**config.mk**
```make
export PLATFORM = sky130hd
export DESIGN_NAME = alu_exec_pipe
export DESIGN_NICKNAME = d
export VERILOG_FILES = /design/src/rtl/alu_exec_pipe.sv
export SDC_FILE = /design/constraint.sdc
export NUM_CORES = 1
export LEC_CHECK = 0
export ABC_AREA = 1
export CAP_MARGIN = 10
export CORE_MARGIN = 5
export CORE_UTILIZATION = 31
export DETAILED_ROUTE_END_ITERATION = 8
export PLACE_DENSITY = 0.48
export REMOVE_ABC_BUFFERS = 1
export SYNTH_ARGS = -nofsm -noshare
export SYNTH_HDL_FRONTEND = slang
export SYNTH_SLANG_ARGS = --single-unit
export TNS_END_PERCENT = 100
```
**constraint.sdc**
```tcl
create_clock -name clock -period 2.7 [get_ports clock]
set_input_delay 0.675 -clock clock [delete_from_list [all_inputs] [get_ports clock]]
set_output_delay 0.675 -clock clock [all_outputs]
set_load 0.02 [all_outputs]
```
**src/rtl/alu_exec_pipe.sv**
```systemverilog
// Registered execute-stage ALU with valid/ready handshakes on both sides.
// Define ALU_EXEC_MUL_EN to build the iterative shift-add multiplier for opcode 111.
module alu_exec_pipe #(
  parameter int WIDTH = 16,
  parameter int SHW   = $clog2(WIDTH)
) (
  input  logic             clock,
  input  logic             reset,
  input  logic             in_valid,
  output logic             in_ready,
  input  logic [2:0]       control,
  input  logic [WIDTH-1:0] opA,
  input  logic [WIDTH-1:0] opB,
  output logic             out_valid,
  input  logic             out_ready,
  output logic [WIDTH-1:0] result,
  output logic             equal,
  output logic             carry,
  output logic             illegal,
  output logic             busy
);

  logic             r_outValid;
  logic [WIDTH-1:0] r_result;
  logic             r_equal;
  logic             r_carry;
  logic             r_illegal;

  logic             w_outFree;
  logic             w_inReady;
  logic             w_accept;
  logic             w_singleLoad;
  logic             w_load;
  logic [WIDTH-1:0] w_aluResult;
  logic             w_aluCarry;
  logic             w_aluIllegal;
  logic [WIDTH-1:0] w_nextResult;
  logic             w_nextEqual;
  logic             w_nextCarry;
  logic             w_nextIllegal;

  assign w_outFree = !r_outValid || out_ready;
  assign w_accept  = in_valid && w_inReady;

  always_comb begin
    w_aluResult  = '0;
    w_aluCarry   = 1'b0;
    w_aluIllegal = 1'b0;
    case (control)
      3'b000: {w_aluCarry, w_aluResult} = {1'b0, opA} + {1'b0, opB};
      3'b001: w_aluResult = opA | opB;
      3'b010: w_aluResult = opA & opB;
      3'b011: w_aluResult = ~opA;
      3'b100: begin
        w_aluResult = opA - opB;
        w_aluCarry  = (opA >= opB);
      end
      3'b101: w_aluResult = opA << opB[SHW-1:0];
      3'b110: w_aluResult = opA >> opB[SHW-1:0];
      default: begin
`ifdef ALU_EXEC_MUL_EN
        w_aluResult = '0;
`else
        w_aluIllegal = 1'b1;
`endif
      end
    endcase
  end

`ifdef ALU_EXEC_MUL_EN
  localparam int CW = (WIDTH > 2) ? $clog2(WIDTH) : 1;

  typedef enum logic [1:0] {IDLE, MUL, HOLD} state_t;

  state_t             r_state;
  logic [2*WIDTH-1:0] r_mulA;
  logic [WIDTH-1:0]   r_mulB;
  logic [2*WIDTH-1:0] r_acc;
  logic               r_mulEq;
  logic [CW-1:0]      r_count;

  logic w_isMul;
  logic w_mulStart;
  logic w_mulLoad;

  assign w_isMul      = (control == 3'b111);
  assign w_inReady    = (r_state == IDLE) && w_outFree;
  assign w_mulStart   = w_accept && w_isMul;
  assign w_singleLoad = w_accept && !w_isMul;
  assign w_mulLoad    = (r_state == HOLD) && w_outFree;
  assign busy         = (r_state != IDLE);

  // Operands are latched on accept, then one partial product is folded in per cycle.
  always_ff @(posedge clock or negedge reset) begin
    if (!reset) begin
      r_state <= IDLE;
      r_mulA  <= '0;
      r_mulB  <= '0;
      r_acc   <= '0;
      r_mulEq <= 1'b0;
      r_count <= '0;
    end else begin
      case (r_state)
        IDLE: begin
          if (w_mulStart) begin
            r_mulA  <= {{WIDTH{1'b0}}, opA};
            r_mulB  <= opB;
            r_acc   <= '0;
            r_mulEq <= (opA == opB);
            r_count <= '0;
            r_state <= MUL;
          end
        end
        MUL: begin
          if (r_mulB[0]) begin
            r_acc <= r_acc + r_mulA;
          end
          r_mulA  <= r_mulA << 1;
          r_mulB  <= r_mulB >> 1;
          r_count <= r_count + CW'(1);
          if (r_count == CW'(WIDTH - 1)) begin
            r_state <= HOLD;
          end
        end
        HOLD: begin
          if (w_outFree) begin
            r_state <= IDLE;
          end
        end
        default: r_state <= IDLE;
      endcase
    end
  end
`else
  assign w_inReady    = w_outFree;
  assign w_singleLoad = w_accept;
  assign busy         = 1'b0;
`endif

  always_comb begin
    w_load        = w_singleLoad;
    w_nextResult  = w_aluResult;
    w_nextEqual   = (opA == opB);
    w_nextCarry   = w_aluCarry;
    w_nextIllegal = w_aluIllegal;
`ifdef ALU_EXEC_MUL_EN
    if (w_mulLoad) begin
      w_load        = 1'b1;
      w_nextResult  = r_acc[WIDTH-1:0];
      w_nextEqual   = r_mulEq;
      w_nextCarry   = |r_acc[2*WIDTH-1:WIDTH];
      w_nextIllegal = 1'b0;
    end
`endif
  end

  // A new load wins over a same-edge drain so back-to-back results keep out_valid high.
  always_ff @(posedge clock or negedge reset) begin
    if (!reset) begin
      r_outValid <= 1'b0;
      r_result   <= '0;
      r_equal    <= 1'b0;
      r_carry    <= 1'b0;
      r_illegal  <= 1'b0;
    end else if (w_load) begin
      r_outValid <= 1'b1;
      r_result   <= w_nextResult;
      r_equal    <= w_nextEqual;
      r_carry    <= w_nextCarry;
      r_illegal  <= w_nextIllegal;
    end else if (out_ready) begin
      r_outValid <= 1'b0;
    end
  end

  assign in_ready  = w_inReady;
  assign out_valid = r_outValid;
  assign result    = r_result;
  assign equal     = r_equal;
  assign carry     = r_carry;
  assign illegal   = r_illegal;

endmodule
```
==> results.json <==
{
  "p_total_mw": 2.11,
  "hold_path_class": "reg2reg",
  "hold_buffers": 0,
  "ys_seq_elements": 20,
  "yosysMostFrequentCell": "nand2_1",
  "drc_errors": 0,
  "worstPathCellList": "clkdlybuf4s50_1 -> buf_6 -> ha_1 -> nor2_1 -> nand2_1 -> nand3b_1 -> nand2_1 -> nand2_1 -> nand2_1 -> nand2_1 -> nand3_1 -> nand3_1 -> nand2_1 -> nand2_1",
  "synthToLayoutAreaGrowth_pct": 42.6,
  "drtAntennaViolNets": 0,
  "cts_tree": "built",
  "peakVddDrop_mv": 0.321,
  "start_kind": "input pin",
  "grt_max_degree": 37,
  "ys_async_sr_fraction_pct": 100,
  "drive_gt1_share_pct": 18.3,
  "clk_path_buf_depth": 2,
  "status": "completed",
  "fin_worst_skew_ps": 2.67,
  "synthTopCellsByArea": "nand2_1 27%, nand3_1 15%, ha_1 13%",
  "rows": 45,
  "period_needed_ps": 2570,
  "layoutNonFillerInstCount": 1269,
  "routed_wl_mm": 20.6,
  "diodes": 0,
  "synth_area_per_cell_um2": 5.33,
  "worst_pin_slew_ps": 621,
  "arrival_ps": 2720,
  "dr.pass1.iters": 6,
  "synth_fa_ha_area_share_pct": 14.0,
  "clock_latency_ps": 260,
  "die_area_mm2": 0.0179,
  "cts_buffers": 3,
  "yosys.area.top_type": "nand2_1",
  "synth_xor_area_share_pct": 0,
  "overflow": 0,
  "synth_mux_area_share_pct": 0,
  "synth-simple-area-share_pct": 52.1,
  "ys_seq_area_share_pct": 10.5,
  "max-slew-margin-rel_pct": 58.5,
  "yosysUniqueCellTypes": 39,
  "period_share_pct": 95.0,
  "netlist_area_mm2": 0.00476,
  "h-tree-depth": 1,
  "initial_utilization_pct": 31.4,
  "critical_path.max_stage_delay_ps": 540,
  "p_leak_nw": 3.78,
  "end_kind": "flop",
  "synthFlopType": "dfrtp_1",
  "coreArea_mm2": 0.0151,
  "synth_top_area_share_pct": 26.6,
  "synth_common_cells": "337 x nand2_1, 140 x nand3_1, 115 x inv_1, 71 x nor2_1, 50 x ha_1",
  "portBuffers": 59,
  "path_clk_slew_ps": 60,
  "maxCapViolations": 0,
  "viasPerCell": 4.86,
  "slew_viol_final": 0,
  "routabilityCongestion": 0.933,
  "antenna_found_initial": 0,
  "final_nets": 1173,
  "finalSetupViolCount": 0,
  "power_density_mw_per_mm2": 311,
  "crit_path_max_fanout": 18,
  "fp.dieW_um": 134,
  "netlist_instances": 894,
  "grt_pass1_wl_mm": 32.0,
  "grt_util_all_layers_pct": 22.7,
  "synth_top_family_by_area": "simple AND/OR/NAND/NOR gates",
  "first_iter_violations": 574,
  "synth_compound_area_share_pct": 10.2,
  "critPathSlowestCell": "clkdlybuf4s50_1",
  "crit_buf_inv": 2,
  "yosysWarnings": 0,
  "crit_type": "in2reg",
  "critical_path.top_delay_family": "simple AND/OR/NAND/NOR gates",
  "io_pins": 61,
  "grt_pass1_vias": 5831,
  "nFillCells": 1667,
  "clockRootBuffer": "clkbuf_16",
  "hpwl_mm": 17.4,
  "fmax_mhz": 390,
  "synth-edff-count": 0,
  "hold_viol": 0,
  "cpMostUsedCell": "nand2_1",
  "cts_num_sinks": 20,
  "vias": 6172,
  "dp.cells": 1264,
  "rsz0062_at_grt": "true",
  "crit_required_ps": 2850,
  "routedWlPerCell_um": 16.3,
  "die_y_um": 134
}
## area by class of cell
type	count	area [um2]	area share [%]
Timing Repair Buffer	215	1780	26.3
Clock buffer	3	75.1	1.11
Clock inverter	1	30.0	0.442
Multi-Input combinational cell	721	3710	54.7
Inverter	121	454	6.69
Tap cell	188	235	3.46
Sequential cell	20	500	7.37
## cells by family after synthesis
group                      after synthesis
and+or+nand+nor                        586
buffers and inverters                  153
AOI/OAI and AO/OA                       82
adders and majority gates               52
DFF                                     20
other                                    1
## repair_timing
item,in CTS,in global routing
setup endpoints to repair,7,12
resized for setup,4,26
buffers inserted,0,1
## sequential cells by signal (all words and copies together) (netlist names)
| name | cells |
|---|---|
| result | 16 |
| illegal | 1 |
| equal | 1 |
| carry | 1 |
| out_valid | 1 |
## power breakdown
group / switching (mW) / internal (mW) / total, mW
clock: 0.128 / 0.295 / 0.423
combinational: 0.748 / 0.568 / 1.32
sequential: 0.0276 / 0.348 / 0.375
total: 0.904 / 1.21 / 2.11
## routing by layer
metal | up-vias | GRT usage [%] | part of all wire, %
met4 | 0 | 5.77 | 2.3
met1 | 2728 | 33.0 | 49
met2 | 195 | 36.9 | 44
li1 | 3224 | - | -
met3 | 25 | 0.975 | 4.9
met5 | - | 0 | 0
## placed cells by master, fill, tap and decap left out, drive strengths merged, types with 20 or more instances in the layout
master and count:
nand2 339, buf 156, nand3 141, inv 120, nor2 74, clkdlybuf4s50 57, ha 50, a21oi 27
o21ai 24, dfrtp 20
## tightest hold or removal path, cell delays in order (launching register included)
cell	delay (ps)
dfrtp_1	340
nand2_1	50
nand2_1	50
## metrics by stage
step	TNS, ps	setup slack (ps)	area [um2]	util (%)	hold slack (ps)
6_report	0	134	6790	44.8	479
5_1_grt	-65.5	-52.1	6790	44.8	500
4_1_cts	0	28.9	6700	44.2	482
3_5_place_dp	-4260	-335	6590	43.5	465
3_3_place_gp	-3780	-285	6590	43.5	465
2_1_floorplan	0	207	4590	-	379
## worst paths after layout
| check | end | startpoint | cells past startpoint | slack [ps] |
|---|---|---|---|---|
| setup / recovery | result[13] | opB[1] | 14 | 130 |
| hold / removal | result[1] | result[1] | 2 | 480 |
| setup reg to reg | result[4] | out_valid | 5 | 1260 |
| hold reg to reg | result[1] | result[1] | 2 | 480 |
| max in group asynchronous | result[14] | reset | 2 | 1710 |
| min in group asynchronous | result[0] | reset | 2 | 770 |
(Power assumes the default switching activity.)
